<file path="src/rtl/mem_wb_skid_reg.sv">
// ---------------------------------------------------------------------------
// mem_wb_skid_reg
//   MEM->WB pipeline register with a valid/ready handshake and a two-entry
//   skid buffer (head + skid). The head entry drives the outputs. The
//   writeback value is selected combinationally from the head fields. A
//   forwarding tap is also exposed for the hazard unit.
//
//   in_ready is derived only from registered state (~skid_valid), so there is
//   no combinational path from out_ready to in_ready. The skid entry catches
//   the one beat that may arrive while the head is stalled.
//
// Ports
//   clk, reset        clock; synchronous active-high reset (overrides flush)
//   flush             synchronous bubble insert, discards both entries
//   in_valid/in_ready upstream handshake
//   in_mem_data, in_calc_data, in_rd, in_reg_we, in_mem_to_reg
//                     entry payload from the MEM stage
//   out_valid/out_ready downstream handshake
//   out_mem_data, out_calc_data, out_rd   head payload
//   out_reg_we        head write enable, gated by out_valid
//   out_wb_data       head_mem_to_reg ? out_mem_data : out_calc_data
//   fwd_valid/fwd_rd/fwd_data  forwarding tap (rd == 0 never forwards)
// ---------------------------------------------------------------------------
module mem_wb_skid_reg #(
    parameter int DATA_W  = 16,
    parameter int RADDR_W = 4
) (
    input  logic               clk,
    input  logic               reset,
    input  logic               flush,
    input  logic               in_valid,
    output logic               in_ready,
    input  logic [DATA_W-1:0]  in_mem_data,
    input  logic [DATA_W-1:0]  in_calc_data,
    input  logic [RADDR_W-1:0] in_rd,
    input  logic               in_reg_we,
    input  logic               in_mem_to_reg,
    output logic               out_valid,
    input  logic               out_ready,
    output logic [DATA_W-1:0]  out_mem_data,
    output logic [DATA_W-1:0]  out_calc_data,
    output logic [RADDR_W-1:0] out_rd,
    output logic               out_reg_we,
    output logic [DATA_W-1:0]  out_wb_data,
    output logic               fwd_valid,
    output logic [RADDR_W-1:0] fwd_rd,
    output logic [DATA_W-1:0]  fwd_data
);

    // Packed entry layout: {mem_data, calc_data, rd, reg_we, mem_to_reg}
    localparam int ENTRY_W = 2 * DATA_W + RADDR_W + 2;

    logic [ENTRY_W-1:0] in_entry_s;
    logic [ENTRY_W-1:0] head_r;
    logic [ENTRY_W-1:0] skid_r;
    logic               head_valid_r;
    logic               skid_valid_r;

    logic [ENTRY_W-1:0] head_nxt_s;
    logic [ENTRY_W-1:0] skid_nxt_s;
    logic               head_valid_nxt_s;
    logic               skid_valid_nxt_s;

    logic               accept_s;
    logic               pop_s;

    logic [DATA_W-1:0]  head_mem_s;
    logic [DATA_W-1:0]  head_calc_s;
    logic [RADDR_W-1:0] head_rd_s;
    logic               head_we_s;
    logic               head_m2r_s;

    assign in_entry_s = {in_mem_data, in_calc_data, in_rd, in_reg_we, in_mem_to_reg};
    assign {head_mem_s, head_calc_s, head_rd_s, head_we_s, head_m2r_s} = head_r;

    // The skid is only ever occupied while the head is occupied, so a free
    // skid slot is sufficient to guarantee room for one more entry.
    assign in_ready = ~skid_valid_r;
    assign accept_s = in_valid & ~skid_valid_r;
    assign pop_s    = head_valid_r & out_ready;

    // Next-state selection for head/skid storage from {head_valid, pop, accept}
    always_comb begin
        head_nxt_s       = head_r;
        skid_nxt_s       = skid_r;
        head_valid_nxt_s = head_valid_r;
        skid_valid_nxt_s = skid_valid_r;
        case ({head_valid_r, pop_s, accept_s})
            3'b001: begin
                // Empty: new entry lands directly in head.
                head_nxt_s       = in_entry_s;
                head_valid_nxt_s = 1'b1;
            end
            3'b101: begin
                // Head stalled: park the new entry in the skid.
                skid_nxt_s       = in_entry_s;
                skid_valid_nxt_s = 1'b1;
            end
            3'b110: begin
                // Pop without accept: promote skid, or go empty.
                if (skid_valid_r) begin
                    head_nxt_s       = skid_r;
                    skid_valid_nxt_s = 1'b0;
                end else begin
                    head_valid_nxt_s = 1'b0;
                end
            end
            3'b111: begin
                // Pop + accept implies skid empty: replace head in place.
                head_nxt_s = in_entry_s;
            end
            default: begin
                head_nxt_s       = head_r;
                skid_nxt_s       = skid_r;
                head_valid_nxt_s = head_valid_r;
                skid_valid_nxt_s = skid_valid_r;
            end
        endcase
    end

    // State register: reset clears everything, flush clears only the valid bits
    always_ff @(posedge clk) begin
        if (reset) begin
            head_r       <= {ENTRY_W{1'b0}};
            skid_r       <= {ENTRY_W{1'b0}};
            head_valid_r <= 1'b0;
            skid_valid_r <= 1'b0;
        end else if (flush) begin
            head_valid_r <= 1'b0;
            skid_valid_r <= 1'b0;
        end else begin
            head_r       <= head_nxt_s;
            skid_r       <= skid_nxt_s;
            head_valid_r <= head_valid_nxt_s;
            skid_valid_r <= skid_valid_nxt_s;
        end
    end

    // Data fields may hold stale values after flush; every control output is
    // gated by head validity so stale data is never acted upon.
    assign out_valid     = head_valid_r;
    assign out_mem_data  = head_mem_s;
    assign out_calc_data = head_calc_s;
    assign out_rd        = head_rd_s;
    assign out_reg_we    = head_we_s & head_valid_r;
    assign out_wb_data   = head_m2r_s ? head_mem_s : head_calc_s;

    assign fwd_valid = head_valid_r & head_we_s & (head_rd_s != {RADDR_W{1'b0}});
    assign fwd_rd    = head_rd_s;
    assign fwd_data  = out_wb_data;

endmodule
</file>
<file path="config.mk">
export PLATFORM = sky130hd
export DESIGN_NAME = mem_wb_skid_reg
export DESIGN_NICKNAME = d
export VERILOG_FILES = /design/src/rtl/mem_wb_skid_reg.sv
export SDC_FILE = /design/constraint.sdc
export NUM_CORES = 1
export LEC_CHECK = 0
export ABC_AREA = 1
export CAP_MARGIN = 40
export CORE_AREA = 3 3 108 110
export DETAILED_ROUTE_END_ITERATION = 8
export DIE_AREA = 0 0 111 113
export HOLD_SLACK_MARGIN = 0.15
export PLACE_DENSITY = 0.69
export SLEW_MARGIN = 5
export SYNTH_ARGS = -nofsm -noshare
export SYNTH_HDL_FRONTEND = slang
export SYNTH_SLANG_ARGS = --single-unit
</file>
<file path="constraint.sdc">
create_clock -name clk -period 1.2 [get_ports clk]
set_input_delay 0.24 -clock clk [delete_from_list [all_inputs] [get_ports clk]]
set_output_delay 0.24 -clock clk [all_outputs]
set_load 0.02 [all_outputs]
</file>
# Word level (Yosys, flattened, before mapping)
# Cells that the tools add are included.
# classes
add_sub_neg	0
multipliers	0
div	0
order_cmp	0
eq_ne	6
shift	0
mux	6
bitwise_logic	6
n_reduce_logical	9
# op_table
op	count
$pmux W38 S2	1
$mux W38	1
$mux W16	1
$eq A3 B3 Y1 const B	3
$reduce_bool A2 Y1	3
$and A1 B1 Y1	4
$ne A2 B2 Y1 const B	2
$pmux W1 S2	2
$reduce_and A2 Y1	2
$reduce_bool A4 Y1	1
$reduce_or A2 Y1	2
$eq A3 B1 Y1 const B	1
$reduce_and A3 Y1	1
$not A1 Y1	2
$mux W1	1
# totals
regBits	78
latch_bits	0
ram_bits	0
romBits	0
wordCells	31
mem_count	0

# Longest topological paths before layout
# Gate-level depths: netlist of run 1.
# logic_depth
depth_word	6
ltp_mapped	10
depth_no_buf	8

# Least setup slack after synthesis of run 1
# Ideal clock, no wire load.
# synth_timing
path_type	reg2out
startpoint	register head_r[0]
endpoint	output port out_wb_data[11]
arrival_time_ps	1325
setup_slack_ps	-365
path_stages_with_launch	4
n_path_buf	2
path_cell_list	dfxtp_1 -> clkbuf_1 -> o21ai_0 -> buf_4
# synth_via
elab_chain_len	1
# synth_rtl
item	line_no	source
from (decl)	54	logic [ENTRY_W-1:0] head_r;
from (signal assigned)	124	head_r <= {ENTRY_W{1'b0}};
from (signal assigned)	132	head_r <= head_nxt_s;
$mux W16	146	assign out_wb_data = head_m2r_s ? head_mem_s : head_calc_s;
to (decl)	44	output logic [DATA_W-1:0] out_wb_data,
# Every way passes these cells.

# Worst setup path after layout of run 1
# layout_timing
startpoint	register head_r[0]
endpoint	output port out_wb_data[1]
# The elaborated chain is that of the path after synthesis.

==> run_results.csv, run 1 <==
group,metric,value,unit
sta,fin_crit,1.63,ns
setup_path,timing.rr.start,"out_valid$_SDFFE_PP0P_",
logic_synthesis,yosysWarnings,0,
placed_design,place_inst,896,
setup_path,crit_chain,"buf_12, nand2_2, o21ai_4, buf_6",
min_path,hp-class,"input pin to flop",
setup_path,crit_type,"flop to output port",
setup_path,cp_top_family,"flip-flops",
layout,final_core_utilization,81.2,%
sta,tns,-35.32,ns
layout,fillers,478,
global_routing,grt_max_degree,30,
route,viasPerCell,6.01,
setup_path,setup.worst_path.end_class,"output port",
power_and_ir_drop,ir_worst_vdd,841,uV
sta,timing.final.ws_setup,-0.435,ns
clock_network,cts.clk_slew.worst_paths,0.09,ns
logic_synthesis,netlist_top_cells_area,"dfxtp_1 (38%), nand2_1 (19%), buf_4 (11%)",
route,vias,5759,
placed_design,dpl_worst_slack,-0.525,ns
clock_network,cts_tree,"done",
route,antenna_left,0,
logic_synthesis,synth_flop_cell,"dfxtp_1",
layout,n_antenna_cell,0,
route,routedWlPerCell,25.9,um
global_routing,grt_usage,29.4,%
sta,hold_ws,0.388,ns
status,violations,"negative setup slack",
route,wirelength,24800,um
sta,rsz0062_at_grt,"yes",
sta,maxSlewViolCount,0,
setup_path,r2r-end,"head_r[21]$_SDFFE_PP0P_",
global_routing,overflow,0,
logic_synthesis,syn_area,4160,um^2
layout,syn_to_final_growth,110,%
logic_synthesis,synth.ff_latch_count,78,
setup_path,critPathRequiredTime,0.96,ns
min_path,whs_endpoint,"out_valid$_SDFFE_PP0P_",
layout,stdcell_count,959,
clock_network,cts.sinks,78,
setup_path,timing.critical_path.buf_inv,2,
placed_design,place_hpwl,9380,um
clock_network,numCtsBuffers,9,
min_path,hold_path_depth,3,
logic_synthesis,syn_nets,694,
sta,fin_skew,0.00558,ns
route,dr.pass1.iters,5,
layout,multi_input_area,3380,um^2
layout,drive_gt1_share,69.6,%
die,io_pins,119,
die,fp-row-count,38,
logic_synthesis,synth_cells,651,
setup_path,startpoint_type,"flop",
route,drc_errors,0,
global_routing,grt_pass1_wl,29000,um
placed_design,port-buffer-count,118,
setup_path,worst-path-max-fanout,8,
sta,slew_headroom,82.6,%
setup_path,reg2reg_slack,-0.37,ns
layout,regArea,1630,um^2
clock_network,root_buffer,"clkbuf_8",
setup_path,ff2ff_path_depth,9,
setup_path,cp_slowest_cell,"dfxtp_4",
die,die_h,113,um
logic_synthesis,seq_area_frac_synth,37.5,%
setup_path,cp.depth,4,
clock_network,htreeDepth,3,
clock_network,cts_buffer_depth,2,
die,die_x,111,um
logic_synthesis,avgSynthCellArea,6.40,um^2
status,outcome,"finished with violations",
logic_synthesis,synth_top_area_share,37.5,%
setup_path,crit_arrival,1.39,ns
logic_synthesis,synthTopCellsByCount,"nand2_1 (215), dfxtp_1 (78), nor2_1 (78), nand3_1 (76), buf_4 (63)",
sta,hold_viol,0,
setup_path,slowest_delay,0.48,ns
logic_synthesis,synth_top_cell_by_area,"dfxtp_1",
power_and_ir_drop,power.leakage,3.68,nW
sta,setup_violations,131,
die,die_area,12500,um^2
min_path,holdCritStartpoint,"in_valid",
die,core_area,10800,um^2
layout,nets,857,
placed_design,place_congestion,0.844,
logic_synthesis,async_flop_share,0,%
job,maxCapViolations,0,
global_routing,antenna_found_initial,0,
power_and_ir_drop,power.density,977,nW/um^2
clock_network,clkLatencyLatePin,0.37,ns
die,initial_core_util,38.6,%
logic_synthesis,synth_cell_type_count,15,
global_routing,grt_pass1_vias,5466,
route,drt_iter0_markers,731,
logic_synthesis,synth_edf_count,0,
logic_synthesis,synth.most_common_cell,"nand2_1",
sta,worst_pin_slew,0.261,ns
sta,fin_crit_sh,136,%
sta,fmax,0.612,GHz
-- cells by family (layout without fill, tap and decap cells) --
group	after synthesis	after routing	share of synthesized area, %
and+or+nand+nor	372	372	36.0
buffers and inverters	143	311	19.4
DFF	78	78	37.5
AOI/OAI and AO/OA	58	58	7.06
-- flip-flops by register name, indices dropped and copies added, names as in the netlist --
name / cells
head_r: 38
out_valid: 1
skid_r: 38
skid_valid_r: 1
-- power by group --
part,internal [mW],total (mW),switching [mW],leakage (nW)
Clock,1.60,2.76,1.15,0.134
Combinational,1.42,2.97,1.56,2.89
Sequential,2.71,2.83,0.122,0.652
Total,5.73,8.56,2.83,3.68
-- repair_timing --
action                     4_1_cts  5_1_grt
hold buffers                     0        0
setup endpoints to repair      152      149
gates cloned                    23        8
buffers inserted                22        9
pin swaps                       60       75
resized for setup              671      328
-- tightest hold or removal path, cell delays in order --
cell and delay, ns:
dlygate4sd2_1 0.28, nand2_4 0.11, a21oi_1 0.09
-- worst max path at each step --
stage | from | endpoint | slack [ns]
after floorplan | head_r[0]$_SDFFE_PP0P_ | out_wb_data[11] | -0.009
after global placement | in_valid | head_r[16]$_SDFFE_PP0P_ | -0.48
after detailed placement | in_valid | head_r[16]$_SDFFE_PP0P_ | -0.53
after CTS | head_r[0]$_SDFFE_PP0P_ | out_wb_data[1] | -0.34
after global routing | head_r[0]$_SDFFE_PP0P_ | out_wb_data[1] | -0.43
final | head_r[0]$_SDFFE_PP0P_ | out_wb_data[1] | -0.43
-- placed cells by master (no fill, tap or decap), drive strengths merged --
| cell type | synthesis | final |
|---|---|---|
| a41oi | 1 | 1 |
| nand3 | 76 | 76 |
| inv | 44 | 44 |
| clkdlybuf4s50 | 0 | 40 |
| nor2 | 79 | 79 |
| dlygate4sd2 | 0 | 2 |
| clkinv | 0 | 3 |
| a21oi | 41 | 41 |
| bufinv | 0 | 4 |
| dfxtp | 78 | 78 |
| o21ai | 16 | 16 |
| buf | 82 | 202 |
| clkbuf | 17 | 16 |
| nand2 | 217 | 217 |
-- through the flow --
step	power, mW	area [um^2]
2_1_floorplan	3.84	4370
3_3_place_gp	4.57	5790
3_5_place_dp	4.60	5790
4_1_cts	7.81	7620
5_1_grt	8.74	8760
6_report	8.56	8760
-- area by class of cell --
cell class	count	share of cell area, %
Timing Repair Buffer	251	35.8
Clock inverter	7	1.67
Tap cell	140	2.00
Clock buffer	9	1.41
Inverter	44	1.91
Sequential cell	78	18.6
Multi-Input combinational cell	430	38.6
-- routing by layer --
layer	wire length, um	GRT usage, %
met1	8630	32.8
met2	11400	52.3
met3	2320	5.45
met4	2490	17.3
met5	0	0
(Power assumes the default switching activity.)
==> run 2: changes to the inputs <==
- CORE_AREA: 3 3 108 110 -> 2 2 107 109
- DIE_AREA: 0 0 111 113 -> 0 0 109 111
==> run_results.csv, run 2 (same netlist as run 1, synthesis figures left out) <==
group,metric,value,unit
status,outcome,"finished with violations",
status,violations,"negative setup slack",
die,die_area,12100,um^2
sta,setup_violations,126,
sta,maxSlewViolCount,0,
setup_path,worst-path-max-fanout,7,
clock_network,cts.clk_slew.worst_paths,0.06,ns
power_and_ir_drop,power.density,1000,nW/um^2
clock_network,numCtsBuffers,9,
global_routing,grt_pass1_vias,5358,
layout,layout_commonest_cell,"nand2_4",
die,die_x,109,um
route,wirelength,25500,um
route,vias,5868,
global_routing,grt_max_degree,26,
layout,fillers,530,
setup_path,crit_arrival,1.84,ns
placed_design,place_inst,890,
clock_network,cts_buffer_depth,2,
setup_path,setup.worst_path.end_class,"flop",
setup_path,startpoint_type,"flop",
placed_design,port-buffer-count,118,
global_routing,grt_usage,31.2,%
route,viasPerCell,6.14,
placed_design,place_congestion,0.848,
sta,worst_pin_slew,0.402,ns
sta,fmax,0.634,GHz
clock_network,cts.sinks,78,
layout,design_area,8720,um^2
layout,nets,850,
die,initial_core_util,37.6,%
setup_path,critPathRequiredTime,1.46,ns
die,core_area,11100,um^2
layout,stdcell_count,955,
placed_design,place_hpwl,8540,um
setup_path,crit_type,"flop to flop",
die,fp-row-count,39,
layout,multi_input_area,3500,um^2
layout,final_cell_mix,"nand2_4 (92), buf_6 (65), nand2_1 (63), buf_4 (63), nand2_2 (58)",
sta,rsz0062_at_grt,"yes",
die,die_h,111,um
clock_network,root_buffer,"clkbuf_16",
layout,regArea,1620,um^2
layout,drive_gt1_share,67.5,%
route,drt_iter0_markers,678,
min_path,hp-class,"input pin to flop",
layout,n_antenna_cell,0,
global_routing,overflow,0,
die,io_pins,119,
job,maxCapViolations,0,
sta,slew_headroom,73.2,%
sta,hold_ws,0.398,ns
sta,fin_crit_sh,131,%
clock_network,cts_tree,"done",
sta,tns,-29.81,ns
route,dr.pass1.iters,5,
layout,syn_to_final_growth,109,%
global_routing,grt_pass1_wl,28600,um
sta,fin_skew,0.00552,ns
placed_design,dpl_cell_area,5780,um^2
sta,hold_viol,0,
layout,final_core_utilization,78.7,%
sta,fin_crit,1.58,ns
route,drc_errors,0,
layout,top_regs,"head_r (38), skid_r (38)",
route,routedWlPerCell,26.7,um
power_and_ir_drop,ir_worst_vdd,768,uV
clock_network,htreeDepth,3,
clock_network,clkLatencyLatePin,0.35,ns
route,antenna_left,0,
sta,timing.final.ws_setup,-0.378,ns
global_routing,antenna_found_initial,0,
power_and_ir_drop,power.leakage,3.92,nW
-- run 2: worst max-delay path, stage by stage (launching register included) --
cell	delay, ns
dfxtp_4	0.35
buf_8	0.14
a21oi_4	0.25
nand2_8	0.11
buf_6	0.15
buf_12	0.14
nand2_2	0.07
nand2_1	0.09
nor2_1	0.18
-- run 2: path summary, 6_finish.rpt --
check / from / to / slack [ns] / depth (start not counted)
setup / recovery: out_valid$_SDFFE_PP0P_ / head_r[36]$_SDFFE_PP0P_ / -0.38 / 8
hold / removal: in_valid / out_valid$_SDFFE_PP0P_ / 0.40 / 3
setup reg to reg: out_valid$_SDFFE_PP0P_ / head_r[36]$_SDFFE_PP0P_ / -0.38 / 8
hold reg to reg: skid_r[8]$_SDFFE_PP0P_ / skid_r[8]$_SDFFE_PP0P_ / 0.50 / 2
-- run 2: repair_timing --
item                       in CTS  in global routing
hold buffers                    0                  0
gates cloned                   24                  7
resized for setup             590                320
setup buffers                  15                 10
setup endpoints to repair     152                135
pin swaps                      98                110
-- run 2: final cells by class --
type,count,share of cell area (%)
tap,143,2.05
sequential,78,18.6
clock buffer,10,2.74
inverter,44,1.92
clock inverter,6,0.961
timing repair buffer,243,33.6
multi-input combinational,431,40.1
-- run 2: through the flow --
step                      setup slack (ns)  total power [mW]
after CTS                           -0.347              7.99
after global routing                -0.385              8.88
final                               -0.378              8.74
after global placement              -0.532              4.56
after detailed placement            -0.567              4.58
after floorplan                   -0.00908              3.84
-- run 2: per-layer routing --
layer  wire length [um]  track usage [%]
met5                  0                0
met4               2590             19.9
met2              11700             51.1
met3               2730             7.82
met1               8550             35.7
-- run 2: power by group --
| group | total, mW | leakage (nW) | switching, mW | internal [mW] |
|---|---|---|---|---|
| Clock | 3.13 | 0.163 | 1.25 | 1.88 |
| Combinational | 2.78 | 3.11 | 1.51 | 1.28 |
| Sequential | 2.83 | 0.649 | 0.128 | 2.70 |
==> run 3: changes to the inputs <==
- PLACE_DENSITY: 0.69 -> 0.75
==> run_results.csv, run 3 (same netlist as run 1, synthesis figures left out) <==
group,metric,value,unit
placed_design,dpl_cell_area,5720,um^2
setup_path,cp_top_family,"buffers and inverters",
clock_network,numCtsBuffers,9,
sta,setup_violations,130,
sta,fmax,0.592,GHz
sta,fin_skew,0.0135,ns
clock_network,root_buffer,"clkbuf_16",
clock_network,htreeDepth,3,
global_routing,grt_usage,40.4,%
sta,hold_viol,0,
die,die_x,109,um
die,die_area,12100,um^2
global_routing,antenna_found_initial,1,
setup_path,crit_arrival,1.98,ns
sta,timing.final.ws_setup,-0.490,ns
die,io_pins,119,
setup_path,worst-path-max-fanout,8,
global_routing,grt_max_degree,39,
power_and_ir_drop,power.share.switching,34.2,%
layout,final_cell_mix,"buf_6 (91), nand2_1 (83), nand2_4 (73)",
power_and_ir_drop,power.leakage,3.90,nW
clock_network,cts_buffer_depth,2,
layout,drive_gt1_share,67.7,%
die,die_h,111,um
placed_design,place_congestion,0.877,
setup_path,crit_type,"flop to flop",
sta,fin_crit_sh,141,%
placed_design,port-buffer-count,118,
job,maxCapViolations,0,
layout,syn_to_final_growth,120,%
layout,design_area,9170,um^2
clock_network,cts.clk_slew.worst_paths,0.06,ns
power_and_ir_drop,pwr-share-comb,34.2,%
clock_network,cts_tree,"done",
sta,hold_ws,0.401,ns
placed_design,place_hpwl,8550,um
power_and_ir_drop,power.density,983,nW/um^2
die,core_area,11100,um^2
clock_network,cts.sinks,78,
min_path,hp-class,"input pin to flop",
die,initial_core_util,37.6,%
status,outcome,"finished with violations",
setup_path,startpoint_type,"flop",
setup_path,crit_chain,"buf_8, buf_6, a21oi_4, nand2_4, buf_12, buf_12, buf_16, nand2_1, nand2_1, nor2_1",
setup_path,cp_slowest_cell,"dfxtp_4",
clock_network,clkLatencyLatePin,0.37,ns
route,drc_errors,0,
setup_path,slowest_delay,0.35,ns
layout,nets,872,
global_routing,overflow,0,
layout,top_regs,"head_r (38), skid_r (38)",
sta,fin_crit,1.69,ns
layout,layout_commonest_cell,"buf_6",
power_and_ir_drop,pwr-share-clk,34.6,%
power_and_ir_drop,seqPwrFrac,31.2,%
sta,slew_headroom,75.4,%
route,vias,6339,
sta,maxSlewViolCount,0,
status,violations,"negative setup slack",
sta,worst_pin_slew,0.369,ns
sta,rsz0062_at_grt,"yes",
setup_path,ff2ff_path_depth,10,
route,antenna_left,0,
min_path,hold_path_depth,3,
setup_path,setup.worst_path.end_class,"flop",
setup_path,critPathRequiredTime,1.49,ns
route,dr.pass1.iters,6,
route,routedWlPerCell,30.3,um
power_and_ir_drop,p_switching,3.08,mW
route,viasPerCell,6.48,
global_routing,grt_pass1_vias,6266,
die,fp-row-count,39,
route,wirelength,29600,um
route,drt_iter0_markers,919,
setup_path,timing.critical_path.buf_inv,5,
setup_path,cp.depth,10,
power_and_ir_drop,p_int,5.93,mW
global_routing,grt_pass1_wl,35800,um
power_and_ir_drop,ir_worst_vdd,1020,uV
[run 3: cell count changes in the layout (fill, tap and decap cells not counted), moves of 8 or more]
| cell | change |
|---|---|
| buf_6 | +26 |
| nand2_1 | +20 |
| nor2_1 | -20 |
| nand2_4 | -19 |
| buf_2 | -15 |
| nand3_2 | -14 |
| nor2_2 | +12 |
| buf_16 | +10 |
| nand3_4 | +10 |
| nor2_4 | +8 |
[run 3: metrics by stage]
stage | worst slack [ns] | total power [mW] | setup TNS, ns | utilization, % | instances
2_1_floorplan | -0.00908 | 3.84 | -0.0273 | - | 651
3_3_place_gp | -0.466 | 4.54 | -42.82 | 51.7 | 884
3_5_place_dp | -0.469 | 4.56 | -45.35 | 51.7 | 884
4_1_cts | -0.374 | 8.12 | -25.45 | 72.7 | 978
5_1_grt | -0.607 | 9.09 | -43.83 | 82.7 | 977
6_report | -0.490 | 9.01 | -41.69 | 82.8 | 978
[run 3: repair_timing]
action / CTS / global route
hold endpoints to repair: 0 / 0
hold buffers: 0 / 0
gates resized for setup: 628 / 330
endpoints found under the setup margin: 152 / 153
setup buffers: 44 / 12
cloned: 35 / 4
pin swaps: 77 / 93
[run 3: path summary, 6_finish.rpt]
kind / start / endpoint / slack [ns]
hold reg to reg: skid_r[20]$_SDFFE_PP0P_ / skid_r[20]$_SDFFE_PP0P_ / 0.50
hold / removal: in_valid / out_valid$_SDFFE_PP0P_ / 0.40
setup / recovery: out_valid$_SDFFE_PP0P_ / head_r[25]$_SDFFE_PP0P_ / -0.49
setup reg to reg: out_valid$_SDFFE_PP0P_ / head_r[25]$_SDFFE_PP0P_ / -0.49
[run 3: per-layer routing]
metal  wire length [um]  track usage, %
met3               4310            12.9
met2              12500            61.6
met1               9690            44.6
met5                 28               0
met4               3150            34.6
[run 3: power groups by stage]
stage | clock network [mW] | logic [mW] | registers [mW]
detailed placement | 0 | 1.75 | 2.82
finish | 3.11 | 3.08 | 2.81
global route | 3.16 | 3.12 | 2.81
CTS | 2.93 | 2.43 | 2.77
global placement | 0 | 1.73 | 2.81
floorplan | 0 | 1.04 | 2.81
[run 3: tightest hold or removal path: stages]
cell and delay [ns]:
dlygate4sd2_1 0.28, nand2_4 0.11, a21oi_1 0.09
[run 3: area by class of cell]
class                   count  area (um^2)
flip-flops and latches     78         1610
well taps                 143          179
fillers                   466         1910
multi-input cells         430         3490
repair buffers            266         3400
clock inverters             6         85.1
inverters                  44          170
diodes                      1         2.50
clock buffers              10          229
